<file path="src/rtl/cond_pkg.sv">
// Shared types for the execute-to-writeback condition stage.
// Holds condition codes, flag bit indices and the flag bundle.
package cond_pkg;

    typedef enum logic [3:0] {
        COND_EQ = 4'b0000,
        COND_NE = 4'b0001,
        COND_CS = 4'b0010,
        COND_CC = 4'b0011,
        COND_MI = 4'b0100,
        COND_PL = 4'b0101,
        COND_VS = 4'b0110,
        COND_VC = 4'b0111,
        COND_HI = 4'b1000,
        COND_LS = 4'b1001,
        COND_GE = 4'b1010,
        COND_LT = 4'b1011,
        COND_GT = 4'b1100,
        COND_LE = 4'b1101,
        COND_AL = 4'b1110,
        COND_NV = 4'b1111
    } cond_e;

    localparam int FLAG_N = 3;
    localparam int FLAG_Z = 2;
    localparam int FLAG_C = 1;
    localparam int FLAG_V = 0;

    typedef struct packed {
        logic n;
        logic z;
        logic c;
        logic v;
    } flags_t;

endpackage

</file>
<file path="src/rtl/cond_check.sv">
// Combinational condition evaluator: condition field vs architectural flags.
// Code 1111 behaves as always.
module cond_check
    import cond_pkg::*;
(
    input  logic [3:0] cond,
    input  flags_t     flags,
    output logic       cond_ex
);

    always_comb begin
        cond_ex = 1'b1;
        unique case (cond_e'(cond))
            COND_EQ: cond_ex = flags.z;
            COND_NE: cond_ex = !flags.z;
            COND_CS: cond_ex = flags.c;
            COND_CC: cond_ex = !flags.c;
            COND_MI: cond_ex = flags.n;
            COND_PL: cond_ex = !flags.n;
            COND_VS: cond_ex = flags.v;
            COND_VC: cond_ex = !flags.v;
            COND_HI: cond_ex = flags.c && !flags.z;
            COND_LS: cond_ex = !flags.c || flags.z;
            COND_GE: cond_ex = (flags.n == flags.v);
            COND_LT: cond_ex = (flags.n != flags.v);
            COND_GT: cond_ex = !flags.z && (flags.n == flags.v);
            COND_LE: cond_ex = flags.z || (flags.n != flags.v);
            COND_AL: cond_ex = 1'b1;
            COND_NV: cond_ex = 1'b1;
        endcase
    end

endmodule

</file>
<file path="src/rtl/cond_unit.sv">
// Execute-to-writeback condition stage: flag register, control gating,
// registered writeback slot and saturating skipped-instruction counter.
module cond_unit
    import cond_pkg::*;
#(
    parameter logic [3:0] FLAG_RESET = 4'b0000,
    parameter int         CNT_W      = 16
) (
    input  logic             clk,
    input  logic             rst_n,
    input  logic             valid_e,
    input  logic             stall,
    input  logic             flush,
    input  logic [3:0]       cond,
    input  logic [3:0]       alu_flags,
    input  logic [31:0]      alu_result,
    input  logic [1:0]       flag_w,
    input  logic             pcs,
    input  logic             reg_w,
    input  logic             mem_w,
    output logic [3:0]       flags,
    output logic             cond_ex,
    output logic             pc_src,
    output logic             mem_write,
    output logic             valid_w,
    output logic             reg_write_w,
    output logic             pc_src_w,
    output logic [31:0]      result_w,
    output logic [CNT_W-1:0] skip_cnt
);

    flags_t flags_q, flags_d;
    logic valid_q, valid_d;
    logic reg_write_q, reg_write_d;
    logic pc_src_q, pc_src_d;
    logic [31:0] result_q, result_d;
    logic [CNT_W-1:0] skip_q, skip_d;
    logic fire, take;

    cond_check u_check (
        .cond    (cond),
        .flags   (flags_q),
        .cond_ex (cond_ex)
    );

    assign fire      = valid_e && !stall && !flush;
    assign take      = fire && cond_ex;
    assign pc_src    = take && pcs;
    assign mem_write = take && mem_w;

    always_comb begin
        flags_d = flags_q;
        if (take && flag_w[1]) begin
            flags_d.n = alu_flags[FLAG_N];
            flags_d.z = alu_flags[FLAG_Z];
        end
        if (take && flag_w[0]) begin
            flags_d.c = alu_flags[FLAG_C];
            flags_d.v = alu_flags[FLAG_V];
        end
    end

    // Stall freezes the whole writeback slot, even for a flushed instruction.
    always_comb begin
        valid_d     = valid_q;
        reg_write_d = reg_write_q;
        pc_src_d    = pc_src_q;
        result_d    = result_q;
        if (!stall) begin
            valid_d     = fire;
            reg_write_d = take && reg_w;
            pc_src_d    = take && pcs;
            result_d    = alu_result;
        end
    end

    always_comb begin
        skip_d = skip_q;
        if (fire && !cond_ex && (skip_q != {CNT_W{1'b1}})) begin
            skip_d = skip_q + 1'b1;
        end
    end

    always_ff @(posedge clk or negedge rst_n) begin
        if (!rst_n) begin
            flags_q     <= flags_t'(FLAG_RESET);
            valid_q     <= 1'b0;
            reg_write_q <= 1'b0;
            pc_src_q    <= 1'b0;
            result_q    <= 32'h0;
            skip_q      <= '0;
        end else begin
            flags_q     <= flags_d;
            valid_q     <= valid_d;
            reg_write_q <= reg_write_d;
            pc_src_q    <= pc_src_d;
            result_q    <= result_d;
            skip_q      <= skip_d;
        end
    end

    assign flags       = flags_q;
    assign valid_w     = valid_q;
    assign reg_write_w = reg_write_q;
    assign pc_src_w    = pc_src_q;
    assign result_w    = result_q;
    assign skip_cnt    = skip_q;

endmodule

</file>
<file path="config.mk">
export PLATFORM = sky130hd
export DESIGN_NAME = cond_unit
export DESIGN_NICKNAME = d
export VERILOG_FILES = /design/src/rtl/cond_pkg.sv /design/src/rtl/cond_check.sv /design/src/rtl/cond_unit.sv
export SDC_FILE = /design/constraint.sdc
export NUM_CORES = 1
export LEC_CHECK = 0
export CAP_MARGIN = 20
export CORE_MARGIN = 2
export CORE_UTILIZATION = 39
export DETAILED_ROUTE_END_ITERATION = 6
export GPL_ROUTABILITY_DRIVEN = 0
export PLACE_DENSITY = 0.84
export SLEW_MARGIN = 20
export SYNTH_ARGS = -nofsm -noshare
export SYNTH_HDL_FRONTEND = slang
export SYNTH_SLANG_ARGS = --single-unit
export TNS_END_PERCENT = 10
</file>
<file path="constraint.sdc">
create_clock -name clk -period 2.9 [get_ports clk]
set_clock_uncertainty 0.2 [all_clocks]
set_input_delay 0.58 -clock clk [delete_from_list [all_inputs] [get_ports clk]]
set_output_delay 0.58 -clock clk [all_outputs]
set_load 0.01 [all_outputs]
</file>
==> run metrics <==
area occupied by multi-input gates 1097 µm²; PwrDens 537.4 nW/µm²; CTS HTree Levels 2; die width 84.30 µm; commonest non-fill, non-tap cell in the layout clkdlybuf4s50_1; Worst EP arrival just over 2 ns; Synth Net Count 247; Achievable Freq 0.3518 GHz; CP peak stage delay 0.42 ns; Crit-path slowest cell dfrtp_1; CP max FO 4; clk_lat worst skew 0.30 ns; Final Setup Violations 0; CTS Buf Count 5; CTS Sinks 55; period utilization 0.9802; CP startpoint kind flop; Sw Pwr between 500 and 600 µW; total track usage 0.1681; DRT Pass-1 Iters 4; vias in the first global route 2072; initial antenna violation count 0; critical path class flop to output pin; Rows 29; via/cell ratio 5.017; final core occ 0.6201; WL/cell approximately 15 µm; starting density of the core 0.4006; Clk pwr share 0.200; Netlist cell types 42; pin count of the biggest net entering global routing 36; total gr overflow 0; Fill cells 517; switching share of power 0.2854; Die H 84.30 µm; ANT cells 0; slew margin rel. 0.5128; Final min period 2.843 ns; IR drop worst, VDD about 0.00037 V; Nets 375; DR vias 2012; first-pass GRT wire length slightly below 10000 µm; synthesis warning total 0; number of DRC markers in iteration 0 64; Slew Limit Fails 0; total power 2.092 mW; Seq/Total Area, Yosys 0.5473; syn_area_per_cell 12.83 µm²; ANT nets after route 0; most frequent cells in the layout clkdlybuf4s50_1, dfrtp_1, mux2_2; Sequential Area about 1400 µm²; sequential share of power 0.454; Mapped Area 2515 µm²; RSZ-0062 raised after global routing yes; clk root buf clkbuf_8; Slew @ Worst Pin 0.7308 ns; CTS Buffer Depth 2; R2R Setup Slk 0.45 ns; status completed; Layout area overhead 54.78%; Core ar. 6277 µm²; Int Pwr about 1.5 mW; worst endpoint required time 2.12 ns; path type of the worst min-delay path input pin to async pin; final HPWL from detailed placement about 4400 µm; CTS tree built; maxcap violations 0; Yosys reg bits 55; Residual DRC 0; Static Leak 1.652 nW; CP cell instances buf_4 > a21o_1 > a31oi_1 > o32ai_2 > a211oi_2 > and2b_1 > and2_1 > buf_2; layout cell share with drive strength beyond 1 0.2685; Comb pwr share 0.346; Post-Syn Instances 196; die area 7106 µm²; clk slew on worst S/H paths 0.09 ns; IO buf count 107; CP Capture Type output pin; io pins 108; Fin. Hold Viols 0; WL final about 6100 µm
[flip-flops by register name (all words and copies together), names as in the netlist]
register and cells:
valid_w 1, result_w 32, reg_write_w 1, skip_cnt 16, pc_src_w 1, flags 4
[per-layer routing]
metal / global-route usage / routed length (µm) / vias up / part of all wire
met5: 0 / 0 / - / 0
met4: 0.03959 / 48 / 0 / 0.0079
met2: 0.2792 / 2939 / 83 / 0.49
met3: 0.04130 / 390 / 7 / 0.064
li1: - / - / 954 / -
met1: 0.2231 / 2674 / 968 / 0.44
[power groups by stage]
stage	sequential (mW)	clock [mW]	combinational, mW
after global routing	0.965	0.463	0.770
after detailed placement	0.965	0	0.671
after global placement	0.959	0	0.659
after CTS	0.950	0.438	0.719
final	0.950	0.418	0.725
after floorplan	1.01	0	0.256
[worst paths after layout]
path,start,to,cells past startpoint
setup reg to reg,flags[0],flags[1],10
hold / removal,rst_n,result_w[3],1
min in group clk,valid_w,valid_w,1
max in group asynchronous,rst_n,reg_write_w,2
hold reg to reg,valid_w,valid_w,1
setup / recovery,flags[3],mem_write,8
[final cells by class]
type	instances	share of cell area
Clock buffer	6	0.02122
Clock inverter	1	0.001286
Inverter	4	0.003857
Multi-Input combinational cell	128	0.2819
Sequential cell	55	0.3536
Tap cell	77	0.02475
Timing Repair Buffer	130	0.3134
[critical path: cells and delay by family, from the launching register on]
| family | cells | cell delay, ns |
|---|---|---|
| flops | 1 | 0.42 |
| compound gates | 4 | 0.70 |
| simple gates | 2 | 0.36 |
| buf+inv | 2 | 0.29 |
[metrics by stage]
| step | worst slack (ns) | cells | hold WS [ns] | TNS, ns | area [µm²] |
|---|---|---|---|---|---|
| 2_1_floorplan | 0.1631 | 196 | 0.08441 | 0 | 2515 |
| 3_3_place_gp | -0.6813 | 387 | 0.2618 | -2.448 | 3745 |
| 3_5_place_dp | -0.7110 | 387 | 0.2695 | -2.842 | 3745 |
| 4_1_cts | 0.02751 | 400 | 0.1474 | 0 | 3890 |
| 5_1_grt | -0.08093 | 401 | 0.1833 | -0.1543 | 3892 |
| 6_report | 0.05728 | 401 | 0.1339 | 0 | 3892 |
[timing repair]
| item | CTS | global route |
|---|---|---|
| pin swaps | 8 | 5 |
| resized for setup | 26 | 3 |
| setup endpoints to repair | 3 | 3 |
| hold buffers | 0 | 0 |
| buffers inserted | 5 | 1 |
| cloned | 1 | 0 |
[cell families (layout without fill, tap and decap cells)]
kind of cell               Yosys count  after routing  share of synthesized area
muxes                               38             38                     0.1746
DFF                                 55             55                     0.5473
and+or+nand+nor                     57             57                     0.1438
adders and majority gates            1              1                   0.004974
xor gates and xnor gates            16             16                    0.05572
AOI/OAI and AO/OA                   16             16                    0.04677
buffers and inverters               13            141                    0.02686
[cells in the mapped netlist]
| cell type | instances | share of area |
|---|---|---|
| dfrtp_1 | 55 | 0.55 |
| mux2_2 | 35 | 0.16 |
| xnor2_1 | 13 | 0.045 |
| nor2_1 | 8 | 0.012 |
| nand3_1 | 7 | 0.014 |
| and3_1 | 6 | 0.015 |
| nand3_2 | 6 | 0.024 |
| nand4_1 | 6 | 0.015 |
| nand2_1 | 5 | 0.0075 |
| a21oi_1 | 4 | 0.0080 |
| inv_1 | 4 | 0.0060 |
| and2_1 | 3 | 0.0075 |
| buf_1 | 3 | 0.0045 |
| mux2_4 | 3 | 0.018 |
| nor3b_1 | 3 | 0.0090 |
| xor2_1 | 3 | 0.010 |
| a21o_1 | 2 | 0.0060 |
| a22o_1 | 2 | 0.0070 |
| a31oi_1 | 2 | 0.0050 |
| clkbuf_2 | 2 | 0.0040 |
| nor3_1 | 2 | 0.0040 |
| nor4bb_1 | 2 | 0.0080 |
| a211oi_2 | 1 | 0.0050 |
| and2b_1 | 1 | 0.0030 |
| and4_1 | 1 | 0.0035 |
| and4b_1 | 1 | 0.0040 |
| and4bb_1 | 1 | 0.0050 |
| buf_2 | 1 | 0.0020 |
| buf_4 | 1 | 0.0030 |
| buf_8 | 1 | 0.0060 |
| clkbuf_1 | 1 | 0.0015 |
| ha_1 | 1 | 0.0050 |
| nand2_2 | 1 | 0.0025 |
| nand2b_1 | 1 | 0.0025 |
| nand3b_1 | 1 | 0.0030 |
| nor2_2 | 1 | 0.0025 |
| nor2b_1 | 1 | 0.0025 |
| o211ai_1 | 1 | 0.0030 |
| o22ai_1 | 1 | 0.0025 |
| o311ai_1 | 1 | 0.0035 |
| o31a_1 | 1 | 0.0035 |
| o32ai_1 | 1 | 0.0035 |
No activity file was read; power rests on OpenSTA's default activity.
